$ cat config.mk
export PLATFORM = sky130hd
export DESIGN_NAME = overlay_frame_ctrl
export DESIGN_NICKNAME = d
export VERILOG_FILES = /design/src/rtl/overlay_frame_ctrl.sv
export SDC_FILE = /design/constraint.sdc
export NUM_CORES = 1
export LEC_CHECK = 0
export BUFFER_PORTS_ARGS = -buffer_cell sky130_fd_sc_hd__buf_2
export CAP_MARGIN = 0
export CORE_ASPECT_RATIO = 1.2
export CORE_UTILIZATION = 60
export CTS_BUF_LIST = sky130_fd_sc_hd__clkbuf_4 sky130_fd_sc_hd__clkbuf_8
export CTS_CLUSTER_DIAMETER = 100
export CTS_CLUSTER_SIZE = 10
export DETAILED_ROUTE_END_ITERATION = 12
export PLACE_DENSITY = 0.82
export SYNTH_ARGS = -nofsm -noshare
export SYNTH_HDL_FRONTEND = slang
export SYNTH_SLANG_ARGS = --single-unit
$ cat constraint.sdc
create_clock -name i_clk -period 6.64 [get_ports i_clk]
set_input_delay 0.664 -clock i_clk [delete_from_list [all_inputs] [get_ports i_clk]]
set_output_delay 0.664 -clock i_clk [all_outputs]
set_load 0.05 [all_outputs]
$ cat src/rtl/overlay_frame_ctrl.sv
// -----------------------------------------------------------------------------
// overlay_frame_ctrl
//
// Frame-level sequencer for the 128x128 image-overlay generator. Corner sets
// from the marker detector are sanity-checked and compared with the previous
// accepted set. A set counts as a match when every coordinate moved by no more
// than TOL. Once STABLE_FRAMES consecutive frames match, the block locks. It
// then publishes the corners to the generator, but only at frame boundaries,
// so the overlay never tears mid-frame. Lock is dropped after LOST_FRAMES
// consecutive frames in which no valid set was seen.
//
// Ports
//   i_clk, i_rst_n        clock, asynchronous active-low reset
//   i_frame_start         one-cycle pulse at the first pixel of each frame
//   i_corner_valid        one-cycle pulse, i_ul/i_ur/i_dl/i_dr are valid
//   i_ul,i_ur,i_dl,i_dr   corners {row[19:10], col[9:0]}
//   i_enable_sw           user overlay enable (synchronised level)
//   i_pause_sw            user freeze (level)
//   o_addr_valid          one-cycle publish pulse, one cycle after i_frame_start
//   o_*_addr              published corners (held between publishes)
//   o_enable              overlay enable sampled together with o_addr_valid
//   o_locked              high while in LOCKED
//   o_stab_cnt            current stability count (debug)
// -----------------------------------------------------------------------------
module overlay_frame_ctrl #(
    parameter int TOL           = 8,
    parameter int STABLE_FRAMES = 3,
    parameter int LOST_FRAMES   = 4,
    parameter int CNT_W         = 4
) (
    input  logic             i_clk,
    input  logic             i_rst_n,
    input  logic             i_frame_start,
    input  logic             i_corner_valid,
    input  logic [19:0]      i_ul,
    input  logic [19:0]      i_ur,
    input  logic [19:0]      i_dl,
    input  logic [19:0]      i_dr,
    input  logic             i_enable_sw,
    input  logic             i_pause_sw,
    output logic             o_addr_valid,
    output logic [19:0]      o_ul_addr,
    output logic [19:0]      o_ur_addr,
    output logic [19:0]      o_dl_addr,
    output logic [19:0]      o_dr_addr,
    output logic             o_enable,
    output logic             o_locked,
    output logic [CNT_W-1:0] o_stab_cnt
);

    typedef enum logic [1:0] {IDLE, SEARCH, LOCKED} state_t;

    localparam logic [CNT_W-1:0] STABLE_MAX = CNT_W'(STABLE_FRAMES);
    localparam logic [CNT_W-1:0] LOST_MAX   = CNT_W'(LOST_FRAMES);
    localparam logic [10:0]      TOL_W      = 11'(TOL);

    state_t           state_reg, state_next;
    logic [CNT_W-1:0] stab_reg, stab_next;
    logic [CNT_W-1:0] miss_reg, miss_next;
    logic             seen_reg, seen_next;
    logic             match_reg, match_next;
    logic             locked_reg;
    logic [19:0]      cand_reg [4];
    logic [19:0]      out_reg  [4];
    logic             addr_valid_reg;
    logic             enable_reg;

    logic             pub;        // publish on this edge
    logic             pub_cand;   // publish loads the candidate corners
    logic             pub_en;     // enable value that goes with the publish

    logic [19:0]      new_c [4];
    logic [3:0]       corner_ok;
    logic             sane;
    logic             accept;
    logic             all_match;
    logic             frame_eval;

    assign new_c[0] = i_ul;
    assign new_c[1] = i_ur;
    assign new_c[2] = i_dl;
    assign new_c[3] = i_dr;

    // Absolute difference widened to 11 bits, so no unsigned wrap occurs.
    function automatic logic [10:0] abs_diff(input logic [9:0] a, input logic [9:0] b);
        logic [10:0] ea;
        logic [10:0] eb;
        ea = {1'b0, a};
        eb = {1'b0, b};
        return (ea >= eb) ? (ea - eb) : (eb - ea);
    endfunction

    // Per-corner tolerance check on row and column.
    generate
        for (genvar gi = 0; gi < 4; gi++) begin : g_match
            assign corner_ok[gi] =
                (abs_diff(new_c[gi][19:10], cand_reg[gi][19:10]) <= TOL_W) &&
                (abs_diff(new_c[gi][9:0],   cand_reg[gi][9:0])   <= TOL_W);
        end
    endgenerate

    assign all_match = &corner_ok;

    // Geometry check: left of right on both edges, top above bottom on both sides.
    assign sane = (i_ul[9:0]   < i_ur[9:0])   &&
                  (i_dl[9:0]   < i_dr[9:0])   &&
                  (i_ul[19:10] < i_dl[19:10]) &&
                  (i_ur[19:10] < i_dr[19:10]);

    assign accept     = i_corner_valid && sane;
    assign frame_eval = i_frame_start && !i_pause_sw;

    // Next-state, counters and publish decision
    always_comb begin
        state_next = state_reg;
        stab_next  = stab_reg;
        miss_next  = miss_reg;
        seen_next  = seen_reg;
        match_next = match_reg;
        pub        = 1'b0;
        pub_cand   = 1'b0;
        pub_en     = enable_reg;

        if (frame_eval) begin
            if (seen_reg && match_reg) begin
                stab_next = (stab_reg >= STABLE_MAX) ? STABLE_MAX : stab_reg + 1'b1;
                miss_next = '0;
            end else if (seen_reg) begin
                stab_next = CNT_W'(1);
                miss_next = '0;
            end else begin
                miss_next = (miss_reg >= LOST_MAX) ? LOST_MAX : miss_reg + 1'b1;
                stab_next = '0;
            end
            seen_next = 1'b0;

            // Decisions use the counter values computed in this cycle.
            case (state_reg)
                IDLE: begin
                    if (i_enable_sw) state_next = SEARCH;
                end
                SEARCH: begin
                    if (!i_enable_sw) begin
                        state_next = IDLE;
                    end else if (stab_next == STABLE_MAX) begin
                        pub        = 1'b1;
                        pub_cand   = 1'b1;
                        pub_en     = 1'b1;
                        state_next = LOCKED;
                    end
                end
                LOCKED: begin
                    if (!i_enable_sw) begin
                        pub        = 1'b1;
                        pub_en     = 1'b0;
                        state_next = IDLE;
                    end else if (miss_next == LOST_MAX) begin
                        pub        = 1'b1;
                        pub_en     = 1'b0;
                        stab_next  = '0;
                        state_next = SEARCH;
                    end else if (seen_reg && match_reg) begin
                        pub      = 1'b1;
                        pub_cand = 1'b1;
                        pub_en   = 1'b1;
                    end
                end
                default: state_next = IDLE;
            endcase
        end

        // A sample arriving on the frame edge belongs to the new frame. The
        // evaluation above still used the old flags.
        if (accept) begin
            seen_next  = 1'b1;
            match_next = all_match;
        end
    end

    always_ff @(posedge i_clk or negedge i_rst_n) begin
        if (!i_rst_n) begin
            state_reg      <= IDLE;
            stab_reg       <= '0;
            miss_reg       <= '0;
            seen_reg       <= 1'b0;
            match_reg      <= 1'b0;
            locked_reg     <= 1'b0;
            addr_valid_reg <= 1'b0;
            enable_reg     <= 1'b0;
            for (int i = 0; i < 4; i++) begin
                cand_reg[i] <= '0;
                out_reg[i]  <= '0;
            end
        end else begin
            state_reg      <= state_next;
            stab_reg       <= stab_next;
            miss_reg       <= miss_next;
            seen_reg       <= seen_next;
            match_reg      <= match_next;
            locked_reg     <= (state_next == LOCKED);
            addr_valid_reg <= pub;
            if (pub) enable_reg <= pub_en;
            for (int i = 0; i < 4; i++) begin
                if (accept)         cand_reg[i] <= new_c[i];
                if (pub && pub_cand) out_reg[i] <= cand_reg[i];
            end
        end
    end

    assign o_addr_valid = addr_valid_reg;
    assign o_ul_addr    = out_reg[0];
    assign o_ur_addr    = out_reg[1];
    assign o_dl_addr    = out_reg[2];
    assign o_dr_addr    = out_reg[3];
    assign o_enable     = enable_reg;
    assign o_locked     = locked_reg;
    assign o_stab_cnt   = stab_reg;

endmodule

* After elaboration in Yosys (flattened, before gate mapping) *
Index checks and enable logic that the tools add are counted.

word-level totals
  input bits = 86
  RAM bits = 0
  bits in read-only memories = 0
  output and inout bits = 87
  word-level logic and storage cells = 126
  bits in registers = 175
  memories kept = 0
  bits in latches = 0

cells by class
  divide/modulo/power cells = 0
  bitwise operators = 0
  shift-type cells = 0
  multiplexer cells = 45
  eq/ne operators = 8
  order comparisons = 22
  reductions and logical operators = 17
  $mul = 0
  add/subtract/negate cells = 18

operator list
  operator                                                            number
  subtractor 10 x 10 -> 11 bit                                        16
  less-or-equal comparator 11 x 4 -> 1 bit (second input constant)    8
  2-to-1 mux 11 bit                                                   8
  greater-or-equal comparator 10 bit                                  8
  less-than comparator 10 bit                                         4
  2-to-1 mux 4 bit                                                    10
  2-to-1 mux 1 bit                                                    17
  2-to-1 mux 2 bit                                                    6
  logical AND 1 bit                                                   11
  adder 4 x 1 -> 4 bit (second input constant)                        2
  case mux 1 bit (2 select lines)                                     3
  case mux 2 bit (3 select lines)                                     1
  AND reduction 6 bit                                                 1
  == test 2 bit (second input constant)                               2
  == test 4 x 2 -> 1 bit (second input constant)                      1
  == test 4 x 3 -> 1 bit (second input constant)                      1
  greater-or-equal comparator 4 x 2 -> 1 bit (second input constant)  1
  greater-or-equal comparator 4 x 3 -> 1 bit (second input constant)  1
  inequality test 2 bit (second input constant)                       2
  inequality test 4 bit (second input constant)                       1
  AND reduction 4 bit                                                 1
  nonzero test 2 bit                                                  2
  == test 2 x 1 -> 1 bit (second input constant)                      1
  logical NOT 2 bit                                                   1
  logical NOT 1 bit                                                   1

* Logic depth before layout (Yosys ltp) *
Gate-level depths: netlist of run 1.

  depth in word-level cells = 11
  gate-level depth with buffers = 14
  depth with buffers taken out = 12

* Worst setup path before layout of run 1 *
Ideal clock, no wire load.

  path type = input to register
  start = input i_dl[18]
  end = register match_reg
  setup slack = 3.024 ns
  data arrival time = 3.524 ns
  data required time = 6.548 ns
  path buffers = 1
  setup time = 0.092 ns
  stages = 12
  cells stage by stage = inv_1 -> ha_1 -> buf_2 -> a21o_1 -> a221oi_1 -> nand2b_1 -> nor2_1 -> mux4_2 -> a21oi_1 -> nand4_4 -> or4_1 -> o31ai_2

between the ends
  cells in the longest elaborated chain, start to end = 5
  elaborated cells between the ends (all ways) = 11
  those cells by class = add/sub (2); order compare (3); mux (1); reduce/logical (5)

RTL lines
  what                                                                                       line  text
  from (decl)                                                                                37    input logic [19:0] i_dl,
  subtractor 10 x 10 -> 11 bit / greater-or-equal comparator 10 bit (equally long branches)  90    return (ea >= eb) ? (ea - eb) : (eb - ea);
  2-to-1 mux 11 bit                                                                          90
  less-or-equal comparator 11 x 4 -> 1 bit                                                   97    (abs_diff(new_c[gi][19:10], cand_reg[gi][19:10]) <= TOL_W) &&
  logical AND 1 bit                                                                          97
  AND reduction 4 bit                                                                        102   assign all_match = &corner_ok;
  to (signal assigned)                                                                       199   match_reg <= match_next;
  to (decl)                                                                                  61    logic match_reg, match_next;

Several ways; a longest one is shown, not always the timed one.
A chain may end at the register's enable or synchronous reset.

* Worst setup path after layout of run 1 *
  start = input i_dr[9]
  end = register match_reg

between the ends
  cells in the longest elaborated chain, start to end = 5
  elaborated cells between the ends (all ways) = 12
  those cells by class = add/sub (2); order compare (3); mux (1); reduce/logical (6)

RTL lines
  what                                                                                  line      text
  from (decl)                                                                           38        input logic [19:0] i_dr,
  subtractor 10 x 10 -> 11 bit, or another cell as far along                            90
  2-to-1 mux 11 bit / logical AND 1 bit (equally long branches)                         90, 105
  less-or-equal comparator 11 x 4 -> 1 bit / logical AND 1 bit (equally long branches)  98, 106
  logical AND 1 bit (on tied branches)                                                  97, 107
  AND reduction 4 bit / logical AND 1 bit (equally long branches)                       102, 110

Several ways; a longest one is shown, not always the timed one.

==> flow_summary.html, run 1 <==
<table>
<tr><th>Metric</th><th>Value</th></tr>
<tr><th colspan="2">Outcome</th></tr>
<tr><td>Status</td><td>finished, final reports clean</td></tr>
<tr><th colspan="2">STA</th></tr>
<tr><td>RSZ-0062 raised after global routing</td><td>false</td></tr>
<tr><td>Number of pins with negative max-slew slack in the final report</td><td>0</td></tr>
<tr><td>Clk_skew</td><td>0.0194 ns</td></tr>
<tr><td>Setup-failing EPs final</td><td>0</td></tr>
<tr><td>Final-report hold violation count</td><td>0</td></tr>
<tr><td>Crit path time final</td><td>3.77 ns</td></tr>
<tr><td>Final worst hold slack</td><td>0.0390 ns</td></tr>
<tr><td>Setup TNS after final layout</td><td>0 ns</td></tr>
<tr><td>Relative max-transition margin</td><td>26.6%</td></tr>
<tr><td>Worst Max-Slew Pin Slew</td><td>1.10 ns</td></tr>
<tr><td>Final worst path period share</td><td>56.7%</td></tr>
<tr><td>Fmax</td><td>265 MHz</td></tr>
<tr><td>Smallest setup slack after layout</td><td>2.87 ns</td></tr>
<tr><th colspan="2">Setup path</th></tr>
<tr><td>Capturing element type of the critical path</td><td>flip-flop</td></tr>
<tr><td>CP Launch Type</td><td>input port</td></tr>
<tr><td>Worst setup path start</td><td>i_dr[9]</td></tr>
<tr><td>Req. time, crit path</td><td>7.06 ns</td></tr>
<tr><td>Library cell contributing the largest single delay on the critical path</td><td>or4_4</td></tr>
<tr><td>Cell repeated most along the worst path</td><td>or4_1</td></tr>
<tr><td>Worst Setup Path Type</td><td>input port to flip-flop</td></tr>
<tr><td>End of the worst register-to-register path</td><td>match_reg</td></tr>
<tr><td>Delay of the slowest cell on the worst path</td><td>0.85 ns</td></tr>
<tr><td>Reg2Reg Depth</td><td>10</td></tr>
<tr><td>Top delay family on crit path</td><td>simple AND/OR/NAND/NOR gates</td></tr>
<tr><td>Register-to-Register Setup Slack</td><td>2.94 ns</td></tr>
<tr><td>Max FO, Critical Path</td><td>70</td></tr>
<tr><td>RR Startpoint</td><td>cand_reg[37]</td></tr>
<tr><td>Worst path buffer plus inverter count</td><td>2</td></tr>
<tr><td>Worst endpoint data arrival time</td><td>4.19 ns</td></tr>
<tr><td>CP cell instances</td><td>buf_2, inv_1, ha_1, a22oi_1, nand4b_1, or4_1, a21oi_1, o21ai_1, or4_4, a2111oi_4, nand4_1, or4_1, o31ai_2</td></tr>
<tr><th colspan="2">Yosys</th></tr>
<tr><td>Top_reg_cell synth</td><td>dfrtp_1</td></tr>
<tr><td>Yosys warnings</td><td>0</td></tr>
<tr><td>Number of register bits inferred by synthesis</td><td>175</td></tr>
<tr><td>EDFF count, synth</td><td>0</td></tr>
<tr><td>Average cell area after synthesis</td><td>8.92 um2</td></tr>
<tr><td>Yosys cell types</td><td>103</td></tr>
<tr><td>Fraction of synthesis flops using an asynchronous set or reset pin</td><td>100%</td></tr>
<tr><td>Post-synth design cell area</td><td>0.0142 mm2</td></tr>
<tr><td>Gate count after technology mapping</td><td>1,598</td></tr>
<tr><td>Sequential area share after synthesis</td><td>30.7%</td></tr>
<tr><td>Syn Nets</td><td>1,886</td></tr>
<tr><th colspan="2">Die</th></tr>
<tr><td>Effective utilization at floorplan</td><td>61.2%</td></tr>
<tr><td>Die area</td><td>0.0244 mm2</td></tr>
<tr><td>Die X-Extent</td><td>143 um</td></tr>
<tr><td>Die boundary height</td><td>171 um</td></tr>
<tr><td>Number of top-level pins</td><td>173</td></tr>
<tr><td>Placement Rows</td><td>61</td></tr>
<tr><td>Placeable Area</td><td>0.0233 mm2</td></tr>
<tr><th colspan="2">Detailed routing</th></tr>
<tr><td>Post-route DRC violation count</td><td>0</td></tr>
<tr><td>Vias post-DR</td><td>12,200</td></tr>
<tr><td>Per-cell routed wire length</td><td>17.4 um</td></tr>
<tr><td>Initial DRC Count</td><td>637</td></tr>
<tr><td>Total detailed-routing wirelength</td><td>36,000 um</td></tr>
<tr><td>Detail Route Antenna Nets</td><td>0</td></tr>
<tr><td>Number of optimization iterations in the first detailed-route pass</td><td>5</td></tr>
<tr><td>Vias per Instance</td><td>5.91</td></tr>
<tr><th colspan="2">Layout</th></tr>
<tr><td>Final instance area</td><td>0.0157 mm2</td></tr>
<tr><td>Leading cell type in the layout, fill and taps excluded</td><td>ha_1</td></tr>
<tr><td>Most frequent cells in the layout</td><td>202 x ha_1, 184 x inv_1, 175 x dfrtp_1</td></tr>
<tr><td>Layout area overhead</td><td>10.5%</td></tr>
<tr><td>Number of standard cells in the final layout excluding fillers</td><td>2,069</td></tr>
<tr><td># nets final</td><td>2,027</td></tr>
<tr><td>Final standard cell utilization of the core</td><td>67.6%</td></tr>
<tr><td>Layout cells sized above 1</td><td>19.5%</td></tr>
<tr><td>Flip-flop count of the largest register, all copies and words added</td><td>80</td></tr>
<tr><th colspan="2">Run</th></tr>
<tr><td>Maximum capacitance violations</td><td>0</td></tr>
<tr><th colspan="2">Clock tree</th></tr>
<tr><td>Total clock sinks</td><td>175</td></tr>
<tr><td>Buffer depth of the longest clock path</td><td>2</td></tr>
<tr><td>Clock insertion delay at the later pin of the skew report</td><td>0.50 ns</td></tr>
<tr><td>Level count of the clock H-tree</td><td>4</td></tr>
<tr><td>Num CTS Buffers</td><td>17</td></tr>
<tr><td>Cts-stage hold buffer count</td><td>0</td></tr>
<tr><td>Clock edge transition at the registers on the reported setup and hold paths</td><td>0.12 ns</td></tr>
<tr><td>TritonCTS clock tree</td><td>yes</td></tr>
<tr><td>Number of post-CTS setup repair buffers</td><td>0</td></tr>
<tr><td>Buffer cell driving the clock tree root</td><td>clkbuf_8</td></tr>
<tr><td>Resized cells post-CTS</td><td>0</td></tr>
<tr><th colspan="2">Power</th></tr>
<tr><td>Pwr per Cell Area</td><td>338 mW/mm2</td></tr>
<tr><td>Leakage</td><td>8.27 nW</td></tr>
<tr><td>Worst-case vdd ir drop</td><td>0.171 mV</td></tr>
<tr><td>Power, Total</td><td>5.32 mW</td></tr>
<tr><th colspan="2">Place</th></tr>
<tr><td>Number of instances in the placed design</td><td>2,035</td></tr>
<tr><td>Post-Place Cell Area</td><td>0.0153 mm2</td></tr>
<tr><td>Input/output buffers</td><td>172</td></tr>
<tr><td>Routability Congestion</td><td>0.933</td></tr>
<tr><td>Final HPWL from detailed placement</td><td>28,300 um</td></tr>
<tr><td>Pre-CTS setup slack</td><td>2.37 ns</td></tr>
<tr><th colspan="2">Global route</th></tr>
<tr><td>Pin count of the biggest net entering global routing</td><td>95</td></tr>
<tr><td>Sum of overflow across all layers after global routing</td><td>0</td></tr>
<tr><td>Overall track demand over capacity in global routing</td><td>30.5%</td></tr>
<tr><td>Number of antenna violations at the first check in global routing</td><td>2</td></tr>
<tr><td>Via count of the first global-routing pass</td><td>12,000</td></tr>
<tr><td>Wire length of the first global-routing pass</td><td>58,800 um</td></tr>
<tr><th colspan="2">Hold path</th></tr>
<tr><td>Worst min-delay path class</td><td>input port to async pin</td></tr>
</table>
-- Yosys cell counts (19+ instances only) --
cell / instances / area [um2]
inv_1: 184 / 691
nor2_1: 67 / 251
o21ai_0: 137 / 686
xor2_1: 20 / 175
dfrtp_1: 175 / 4380
mux2i_1: 19 / 190
a21oi_1: 87 / 435
clkbuf_1: 42 / 158
o21a_1: 22 / 165
a21o_1: 31 / 233
nor3_1: 23 / 115
nand2_1: 154 / 578
nand3_1: 20 / 100
ha_1: 202 / 2530
nor2b_1: 30 / 188
mux2_2: 82 / 923
-- metal layers --
| layer | up-vias | global-route usage (%) | wire length [um] |
|---|---|---|---|
| met5 | - | 0 | 11 |
| met4 | 2 | 11.8 | 1060 |
| met3 | 74 | 3.58 | 1610 |
| met2 | 320 | 54.4 | 18000 |
| met1 | 5927 | 37.5 | 15300 |
| li1 | 5911 | - | - |
-- how the worst max path moves through the flow --
stage	to	cells past startpoint	slack [ns]
global route	match_reg	13	2.70
floorplan	match_reg	12	3.02
CTS	match_reg	13	2.91
detailed placement	match_reg	13	2.37
finish	match_reg	13	2.87
global placement	match_reg	13	2.45
-- area by class of cell --
type                            instances  area (um2)
Clock inverter                         15         188
Fill cell                            1902        7530
Clock buffer                           17         234
Sequential cell                       175        4380
Antenna cell                            2        5.00
Timing Repair Buffer                  177         905
Inverter                              185         694
Multi-Input combinational cell       1183        8950
Tap cell                              315         394
-- worst register-to-register path: stages, from the launching register on --
cell,delay (ns)
dfrtp_1,0.43
ha_1,0.45
and3_1,0.23
a221oi_1,0.37
nand2b_1,0.16
nor2_1,0.34
mux4_2,0.61
a21oi_1,0.25
nand4_4,0.12
or4_1,0.50
o31ai_2,0.17
-- cell families after synthesis --
logic type	Yosys count	synth area share, %
buffers and inverters	240	6.59
AO/OA/AOI/OAI	431	20.2
flip-flops	175	30.7
XOR/XNOR	37	2.27
adder cells (fa/ha/maj)	202	17.7
multiplexers	102	7.97
AND/OR/NAND/NOR	411	14.5
-- power by group --
group          internal, mW  switching (mW)
registers              1.27           0.233
logic                  1.22            1.79
clock network         0.354           0.456
(Power assumes the default switching activity.)
==> run 2: changes to the inputs <==
Settings changed: CORE_UTILIZATION 60 to 55, PLACE_DENSITY 0.82 to 0.79.
Clock period 6.64 ns to 3.1 ns, I/O delays scaled along.
==> flow_summary.html, run 2 (same netlist as run 1, synthesis figures left out) <==
<table>
<tr><th>Metric</th><th>Value</th></tr>
<tr><th colspan="2">Layout</th></tr>
<tr><td># nets final</td><td>2,440</td></tr>
<tr><td>Final standard cell utilization of the core</td><td>74.8%</td></tr>
<tr><td># fillers</td><td>1,860</td></tr>
<tr><td>Layout cells sized above 1</td><td>35.7%</td></tr>
<tr><td>Flip-flop count of the largest register, all copies and words added</td><td>80</td></tr>
<tr><td>Leading cell type in the layout, fill and taps excluded</td><td>buf_4</td></tr>
<tr><td>Sequential cell area</td><td>0.00438 mm2</td></tr>
<tr><td>Combined area of the multi-input logic cells</td><td>0.00909 mm2</td></tr>
<tr><td>Layout area overhead</td><td>33.6%</td></tr>
<tr><td>Most frequent cells in the layout</td><td>412 x buf_4, 194 x ha_1, 184 x inv_1</td></tr>
<tr><td>Final instance area</td><td>0.0190 mm2</td></tr>
<tr><th colspan="2">Global route</th></tr>
<tr><td>Overall track demand over capacity in global routing</td><td>31.8%</td></tr>
<tr><td>Sum of overflow across all layers after global routing</td><td>0</td></tr>
<tr><td>Pin count of the biggest net entering global routing</td><td>83</td></tr>
<tr><td>Wire length of the first global-routing pass</td><td>66,400 um</td></tr>
<tr><td>Via count of the first global-routing pass</td><td>13,900</td></tr>
<tr><td>Number of antenna violations at the first check in global routing</td><td>4</td></tr>
<tr><th colspan="2">Outcome</th></tr>
<tr><td>Violations in the final reports</td><td>negative setup slack</td></tr>
<tr><td>Status</td><td>complete, but fails checks</td></tr>
<tr><th colspan="2">STA</th></tr>
<tr><td>Setup-failing EPs final</td><td>1</td></tr>
<tr><td>Worst Max-Slew Pin Slew</td><td>0.652 ns</td></tr>
<tr><td>Smallest setup slack after layout</td><td>-0.234 ns</td></tr>
<tr><td>Final-report hold violation count</td><td>0</td></tr>
<tr><td>Fmax</td><td>300 MHz</td></tr>
<tr><td>Crit path time final</td><td>3.33 ns</td></tr>
<tr><td>RSZ-0062 raised after global routing</td><td>true</td></tr>
<tr><td>Final worst path period share</td><td>108%</td></tr>
<tr><td>Setup TNS after final layout</td><td>-0.234 ns</td></tr>
<tr><td>Relative max-transition margin</td><td>56.6%</td></tr>
<tr><td>Clk_skew</td><td>0.0144 ns</td></tr>
<tr><td>Number of pins with negative max-slew slack in the final report</td><td>0</td></tr>
<tr><th colspan="2">Clock tree</th></tr>
<tr><td>Level count of the clock H-tree</td><td>4</td></tr>
<tr><td>Num CTS Buffers</td><td>17</td></tr>
<tr><td>Buffer cell driving the clock tree root</td><td>clkbuf_8</td></tr>
<tr><td>Total clock sinks</td><td>175</td></tr>
<tr><td>Clock edge transition at the registers on the reported setup and hold paths</td><td>0.11 ns</td></tr>
<tr><td>TritonCTS clock tree</td><td>yes</td></tr>
<tr><td>Clock insertion delay at the later pin of the skew report</td><td>0.49 ns</td></tr>
<tr><td>Buffer depth of the longest clock path</td><td>2</td></tr>
<tr><th colspan="2">Run</th></tr>
<tr><td>Maximum capacitance violations</td><td>0</td></tr>
<tr><th colspan="2">Setup path</th></tr>
<tr><td>Max FO, Critical Path</td><td>3</td></tr>
<tr><td>Worst Setup Path Type</td><td>flip-flop to flip-flop</td></tr>
<tr><td>CP Launch Type</td><td>flip-flop</td></tr>
<tr><td>Capturing element type of the critical path</td><td>flip-flop</td></tr>
<tr><td>Worst endpoint data arrival time</td><td>3.75 ns</td></tr>
<tr><td>Req. time, crit path</td><td>3.51 ns</td></tr>
<tr><th colspan="2">Detailed routing</th></tr>
<tr><td>Met1 Routed Length</td><td>17,500 um</td></tr>
<tr><td>Number of optimization iterations in the first detailed-route pass</td><td>8</td></tr>
<tr><td>Detail Route Antenna Nets</td><td>0</td></tr>
<tr><td>Met3 WL post-DR</td><td>2020 um</td></tr>
<tr><td>Initial DRC Count</td><td>711</td></tr>
<tr><td>Wire length on met2</td><td>20,600 um</td></tr>
<tr><td>Per-cell routed wire length</td><td>16.7 um</td></tr>
<tr><td>Vias post-DR</td><td>13,900</td></tr>
<tr><td>Vias per Instance</td><td>5.56</td></tr>
<tr><td>Max layer used</td><td>met5</td></tr>
<tr><td>Total detailed-routing wirelength</td><td>41,700 um</td></tr>
<tr><td>Post-route DRC violation count</td><td>0</td></tr>
<tr><th colspan="2">Die</th></tr>
<tr><td>Die area</td><td>0.0266 mm2</td></tr>
<tr><td>Placement Rows</td><td>64</td></tr>
<tr><td>Die X-Extent</td><td>149 um</td></tr>
<tr><td>Placeable Area</td><td>0.0255 mm2</td></tr>
<tr><td>Number of top-level pins</td><td>173</td></tr>
<tr><td>Effective utilization at floorplan</td><td>56.0%</td></tr>
<tr><td>Die boundary height</td><td>178 um</td></tr>
<tr><th colspan="2">Place</th></tr>
<tr><td>Post-Place Cell Area</td><td>0.0185 mm2</td></tr>
<tr><td>Input/output buffers</td><td>172</td></tr>
<tr><td>Pre-CTS setup slack</td><td>-0.412 ns</td></tr>
<tr><td>Final HPWL from detailed placement</td><td>33,700 um</td></tr>
<tr><td>Routability Congestion</td><td>0.956</td></tr>
<tr><th colspan="2">Power</th></tr>
<tr><td>Combinational share of power</td><td>65.9%</td></tr>
<tr><td>Sequential cell fraction of total power</td><td>22.5%</td></tr>
<tr><td>Pwr per Cell Area</td><td>723 mW/mm2</td></tr>
<tr><td>Net switching fraction of the power</td><td>43.3%</td></tr>
<tr><td>Worst-case vdd ir drop</td><td>0.377 mV</td></tr>
<tr><td>Internal power</td><td>7.81 mW</td></tr>
<tr><td>Leakage</td><td>10.3 nW</td></tr>
<tr><td>Sw Pwr</td><td>5.96 mW</td></tr>
<tr><td>Clock network fraction of design power</td><td>11.6%</td></tr>
<tr><th colspan="2">Hold path</th></tr>
<tr><td>Worst min-delay path class</td><td>input port to flip-flop</td></tr>
</table>
==> run 2: cell count changes in the layout (fill, tap and decap cells not counted), moves of 5 or more <==
cell    change
ha_4        +6
buf_12      +5
ha_1        -8
buf_4     +407
==> run 2: layer usage <==
| metal | GRT usage [%] | vias up |
|---|---|---|
| met2 | 55.0 | 387 |
| met3 | 5.75 | 99 |
| met1 | 37.8 | 6659 |
| met4 | 15.0 | 2 |
| met5 | 0 | - |
| li1 | - | 6744 |
==> run 2: metrics by stage <==
step / hold slack (ns) / total power [mW] / instances
5_1_grt: 0.109 / 14.8 / 2496
6_report: 0.0983 / 13.8 / 2498
2_1_floorplan: 0.0144 / 8.05 / 1598
3_5_place_dp: 0.349 / 11.9 / 2458
4_1_cts: 0.0721 / 13.7 / 2494
3_3_place_gp: 0.336 / 11.6 / 2458
==> run 2: worst max-delay path, stage by stage (launching register included) <==
cell and delay (ns):
dfrtp_1 0.42, buf_4 0.14, buf_4 0.13, inv_1 0.05, ha_1 0.16, nor2b_1 0.06, o21ai_0 0.20, nand3_2 0.13
buf_4 0.15, a211oi_1 0.34, nor4b_1 0.31, nor3_1 0.16, a211oi_2 0.18, nand4_1 0.11, or4_4 0.52, o31ai_2 0.17
==> run 2: area by class of cell <==
class / instances / share of cell area [%]
multi-input combinational: 1183 / 47.8
antenna: 3 / 0.0394
tap: 330 / 2.17
timing repair buffer: 590 / 21.4
inverter: 185 / 3.65
clock inverter: 15 / 0.762
sequential: 175 / 23.0
clock buffer: 17 / 1.23
==> run 2: power groups by stage <==
stage          Clock [mW]  Combinational [mW]  Sequential, mW
2_1_floorplan           0                4.94            3.11
3_5_place_dp            0                8.79            3.13
4_1_cts              1.64                8.94            3.09
5_1_grt              1.73                9.93            3.15
6_report             1.60                9.07            3.09
3_3_place_gp            0                8.54            3.10
==> run 2: worst paths after layout <==
check / to / depth (start not counted) / from / slack [ns]
worst max-delay path: match_reg / 15 / cand_reg[60] / -0.23
worst min-delay path: cand_reg[25] / 3 / i_dl[5] / 0.1
worst max register to register: match_reg / 15 / cand_reg[60] / -0.23
worst min register to register: miss_reg[1] / 2 / miss_reg[1] / 0.50
max in group asynchronous: o_dl_addr[8] / 3 / i_rst_n / 1.90
min in group asynchronous: cand_reg[68] / 2 / i_rst_n / 0.37
==> run 2: timing repair <==
item | in CTS | in global routing
endpoints found under the hold margin | 63 | 0
hold buffers | 1 | 0
endpoints found under the setup margin | 1 | 1
gates resized for setup | 11 | 4
pin swaps | 4 | 1
buffers inserted | 3 | 1
==> run 3: changes to the inputs <==
Settings changed: CORE_UTILIZATION 55 to 60, PLACE_DENSITY 0.79 to 0.82, REMOVE_ABC_BUFFERS set to 1.
Clock period 3.1 ns to 4.3 ns, I/O delays scaled along.
==> flow_summary.html, run 3 (same netlist as run 1, synthesis figures left out) <==
<table>
<tr><th>Metric</th><th>Value</th></tr>
<tr><th colspan="2">STA</th></tr>
<tr><td>Crit path time final</td><td>3.73 ns</td></tr>
<tr><td>Fmax</td><td>268 MHz</td></tr>
<tr><td>Number of pins with negative max-slew slack in the final report</td><td>0</td></tr>
<tr><td>RSZ-0062 raised after global routing</td><td>false</td></tr>
<tr><td>Setup TNS after final layout</td><td>0 ns</td></tr>
<tr><td>Clk_skew</td><td>0.0140 ns</td></tr>
<tr><td>Final worst path period share</td><td>86.8%</td></tr>
<tr><td>Relative max-transition margin</td><td>42.6%</td></tr>
<tr><td>Worst Max-Slew Pin Slew</td><td>0.862 ns</td></tr>
<tr><td>Final-report hold violation count</td><td>0</td></tr>
<tr><td>Setup-failing EPs final</td><td>0</td></tr>
<tr><th colspan="2">Global route</th></tr>
<tr><td>Wire length of the first global-routing pass</td><td>57,500 um</td></tr>
<tr><td>Via count of the first global-routing pass</td><td>11,700</td></tr>
<tr><td>Sum of overflow across all layers after global routing</td><td>0</td></tr>
<tr><td>Number of antenna violations at the first check in global routing</td><td>1</td></tr>
<tr><td>Overall track demand over capacity in global routing</td><td>30.0%</td></tr>
<tr><td>Pin count of the biggest net entering global routing</td><td>163</td></tr>
<tr><th colspan="2">Die</th></tr>
<tr><td>Effective utilization at floorplan</td><td>61.2%</td></tr>
<tr><td>Number of top-level pins</td><td>173</td></tr>
<tr><td>Placement Rows</td><td>61</td></tr>
<tr><td>Die boundary height</td><td>171 um</td></tr>
<tr><td>Placeable Area</td><td>0.0233 mm2</td></tr>
<tr><td>Die X-Extent</td><td>143 um</td></tr>
<tr><td>Die area</td><td>0.0244 mm2</td></tr>
<tr><th colspan="2">Place</th></tr>
<tr><td>Final HPWL from detailed placement</td><td>27,600 um</td></tr>
<tr><td>Routability Congestion</td><td>0.977</td></tr>
<tr><td>Input/output buffers</td><td>172</td></tr>
<tr><th colspan="2">Run</th></tr>
<tr><td>Maximum capacitance violations</td><td>0</td></tr>
<tr><th colspan="2">Setup path</th></tr>
<tr><td>Worst path buffer plus inverter count</td><td>0</td></tr>
<tr><td>Reg2Reg Depth</td><td>10</td></tr>
<tr><td>Top delay family on crit path</td><td>simple AND/OR/NAND/NOR gates</td></tr>
<tr><td>Worst Setup Path Type</td><td>flip-flop to flip-flop</td></tr>
<tr><td>Library cell contributing the largest single delay on the critical path</td><td>mux4_2</td></tr>
<tr><td>Cell depth of the worst setup path</td><td>10</td></tr>
<tr><td>CP Launch Type</td><td>flip-flop</td></tr>
<tr><td>RR Startpoint</td><td>cand_reg[37]</td></tr>
<tr><td>Req. time, crit path</td><td>4.71 ns</td></tr>
<tr><td>Delay of the slowest cell on the worst path</td><td>0.58 ns</td></tr>
<tr><td>Capturing element type of the critical path</td><td>flip-flop</td></tr>
<tr><td>Worst setup path start</td><td>cand_reg[37]</td></tr>
<tr><td>CP cell instances</td><td>ha_1, and3_1, a221oi_1, nand2b_1, nor2_1, mux4_2, a21oi_1, nand4_4, or4_1, o31ai_2</td></tr>
<tr><td>Worst endpoint data arrival time</td><td>4.14 ns</td></tr>
<tr><td>Max FO, Critical Path</td><td>13</td></tr>
<tr><th colspan="2">Layout</th></tr>
<tr><td>Flip-flop count of the largest register, all copies and words added</td><td>80</td></tr>
<tr><td>Final standard cell utilization of the core</td><td>67.8%</td></tr>
<tr><td># nets final</td><td>2,031</td></tr>
<tr><td>Most frequent cells in the layout</td><td>202 x ha_1, 184 x inv_1, 175 x dfrtp_1</td></tr>
<tr><td>Layout cells sized above 1</td><td>19.5%</td></tr>
<tr><td>Layout area overhead</td><td>10.8%</td></tr>
<tr><td>Leading cell type in the layout, fill and taps excluded</td><td>ha_1</td></tr>
<tr><th colspan="2">Clock tree</th></tr>
<tr><td>Num CTS Buffers</td><td>17</td></tr>
<tr><td>Cts-stage hold buffer count</td><td>0</td></tr>
<tr><td>Clock edge transition at the registers on the reported setup and hold paths</td><td>0.09 ns</td></tr>
<tr><td>Clock insertion delay at the later pin of the skew report</td><td>0.49 ns</td></tr>
<tr><td>Buffer cell driving the clock tree root</td><td>clkbuf_8</td></tr>
<tr><td>Total clock sinks</td><td>175</td></tr>
<tr><td>Resized cells post-CTS</td><td>0</td></tr>
<tr><td>TritonCTS clock tree</td><td>yes</td></tr>
<tr><td>Number of post-CTS setup repair buffers</td><td>0</td></tr>
<tr><td>Level count of the clock H-tree</td><td>4</td></tr>
<tr><td>Buffer depth of the longest clock path</td><td>2</td></tr>
<tr><th colspan="2">Detailed routing</th></tr>
<tr><td>Detail Route Antenna Nets</td><td>0</td></tr>
<tr><td>Initial DRC Count</td><td>632</td></tr>
<tr><td>Post-route DRC violation count</td><td>0</td></tr>
<tr><td>Vias post-DR</td><td>12,100</td></tr>
<tr><td>Per-cell routed wire length</td><td>17.0 um</td></tr>
<tr><td>Vias per Instance</td><td>5.85</td></tr>
<tr><td>Total detailed-routing wirelength</td><td>35,100 um</td></tr>
<tr><td>Number of optimization iterations in the first detailed-route pass</td><td>5</td></tr>
<tr><th colspan="2">Power</th></tr>
<tr><td>Pwr per Cell Area</td><td>522 mW/mm2</td></tr>
<tr><td>Net switching fraction of the power</td><td>45.6%</td></tr>
<tr><td>Sw Pwr</td><td>3.76 mW</td></tr>
<tr><td>Clock network fraction of design power</td><td>15.1%</td></tr>
<tr><td>Worst-case vdd ir drop</td><td>0.269 mV</td></tr>
<tr><td>Combinational share of power</td><td>56.6%</td></tr>
<tr><td>Leakage</td><td>8.30 nW</td></tr>
<tr><td>Sequential cell fraction of total power</td><td>28.3%</td></tr>
<tr><td>Internal power</td><td>4.49 mW</td></tr>
<tr><th colspan="2">Hold path</th></tr>
<tr><td>Worst min-delay path class</td><td>input port to async pin</td></tr>
<tr><th colspan="2">Outcome</th></tr>
<tr><td>Status</td><td>finished, final reports clean</td></tr>
</table>
==> run 3: worst reg2reg max path: stages (launching register included) <==
cell	delay, ns
dfrtp_1	0.43
ha_1	0.45
and3_1	0.23
a221oi_1	0.41
nand2b_1	0.17
nor2_1	0.37
mux4_2	0.58
a21oi_1	0.22
nand4_4	0.11
or4_1	0.49
o31ai_2	0.18
==> run 3: path summary, 6_finish.rpt <==
path / end / slack, ns
max: match_reg / 0.57
min reg2reg: miss_reg[1] / 0.49
min in group i_clk: cand_reg[21] / 0.24
max reg2reg: match_reg / 0.57
max in group asynchronous: cand_reg[71] / 3.40
min: cand_reg[52] / 0.009
==> run 3: final cells by class <==
| cell class | count | area [um2] |
|---|---|---|
| Tap cell | 315 | 394 |
| Inverter | 185 | 694 |
| Antenna cell | 1 | 2.50 |
| Timing Repair Buffer | 181 | 960 |
| Clock buffer | 20 | 275 |
| Clock inverter | 9 | 136 |
| Sequential cell | 175 | 4380 |
| Multi-Input combinational cell | 1183 | 8950 |
| Fill cell | 1902 | 7490 |
==> run 3: layer usage <==
layer / global-route usage, % / wire length [um] / part of all wire (%) / vias to the layer above
met5: 0 / 0 / 0 / -
met4: 10.9 / 879 / 2.5 / 0
met3: 4.53 / 1710 / 4.9 / 64
met2: 51.9 / 17100 / 49 / 353
met1: 37.6 / 15400 / 44 / 5770
li1: - / - / - / 5913
==> run 3: power groups by stage <==
stage          registers [mW]  clock network, mW  logic (mW)
2_1_floorplan            2.24                  0        3.49
3_3_place_gp             2.33                  0        4.47
3_5_place_dp             2.36                  0        4.57
4_1_cts                  2.33               1.27        4.62
5_1_grt                  2.38               1.33        5.19
6_report                 2.33               1.25        4.67
==> run 3: per-stage QoR <==
stage                     total power [mW]  setup slack [ns]  cell area, um2  hold WS, ns  std cells
after detailed placement              6.93             0.425           15400        0.472       2039
after floorplan                       5.73             -1.59           14000        0.134       1543
after global placement                6.81             0.443           15400        0.463       2039
final                                 8.24             0.566           15800      0.00893       2069
after global routing                  8.91             0.472           15800       0.0693       2069
after CTS                             8.21             0.600           15800       0.0292       2068
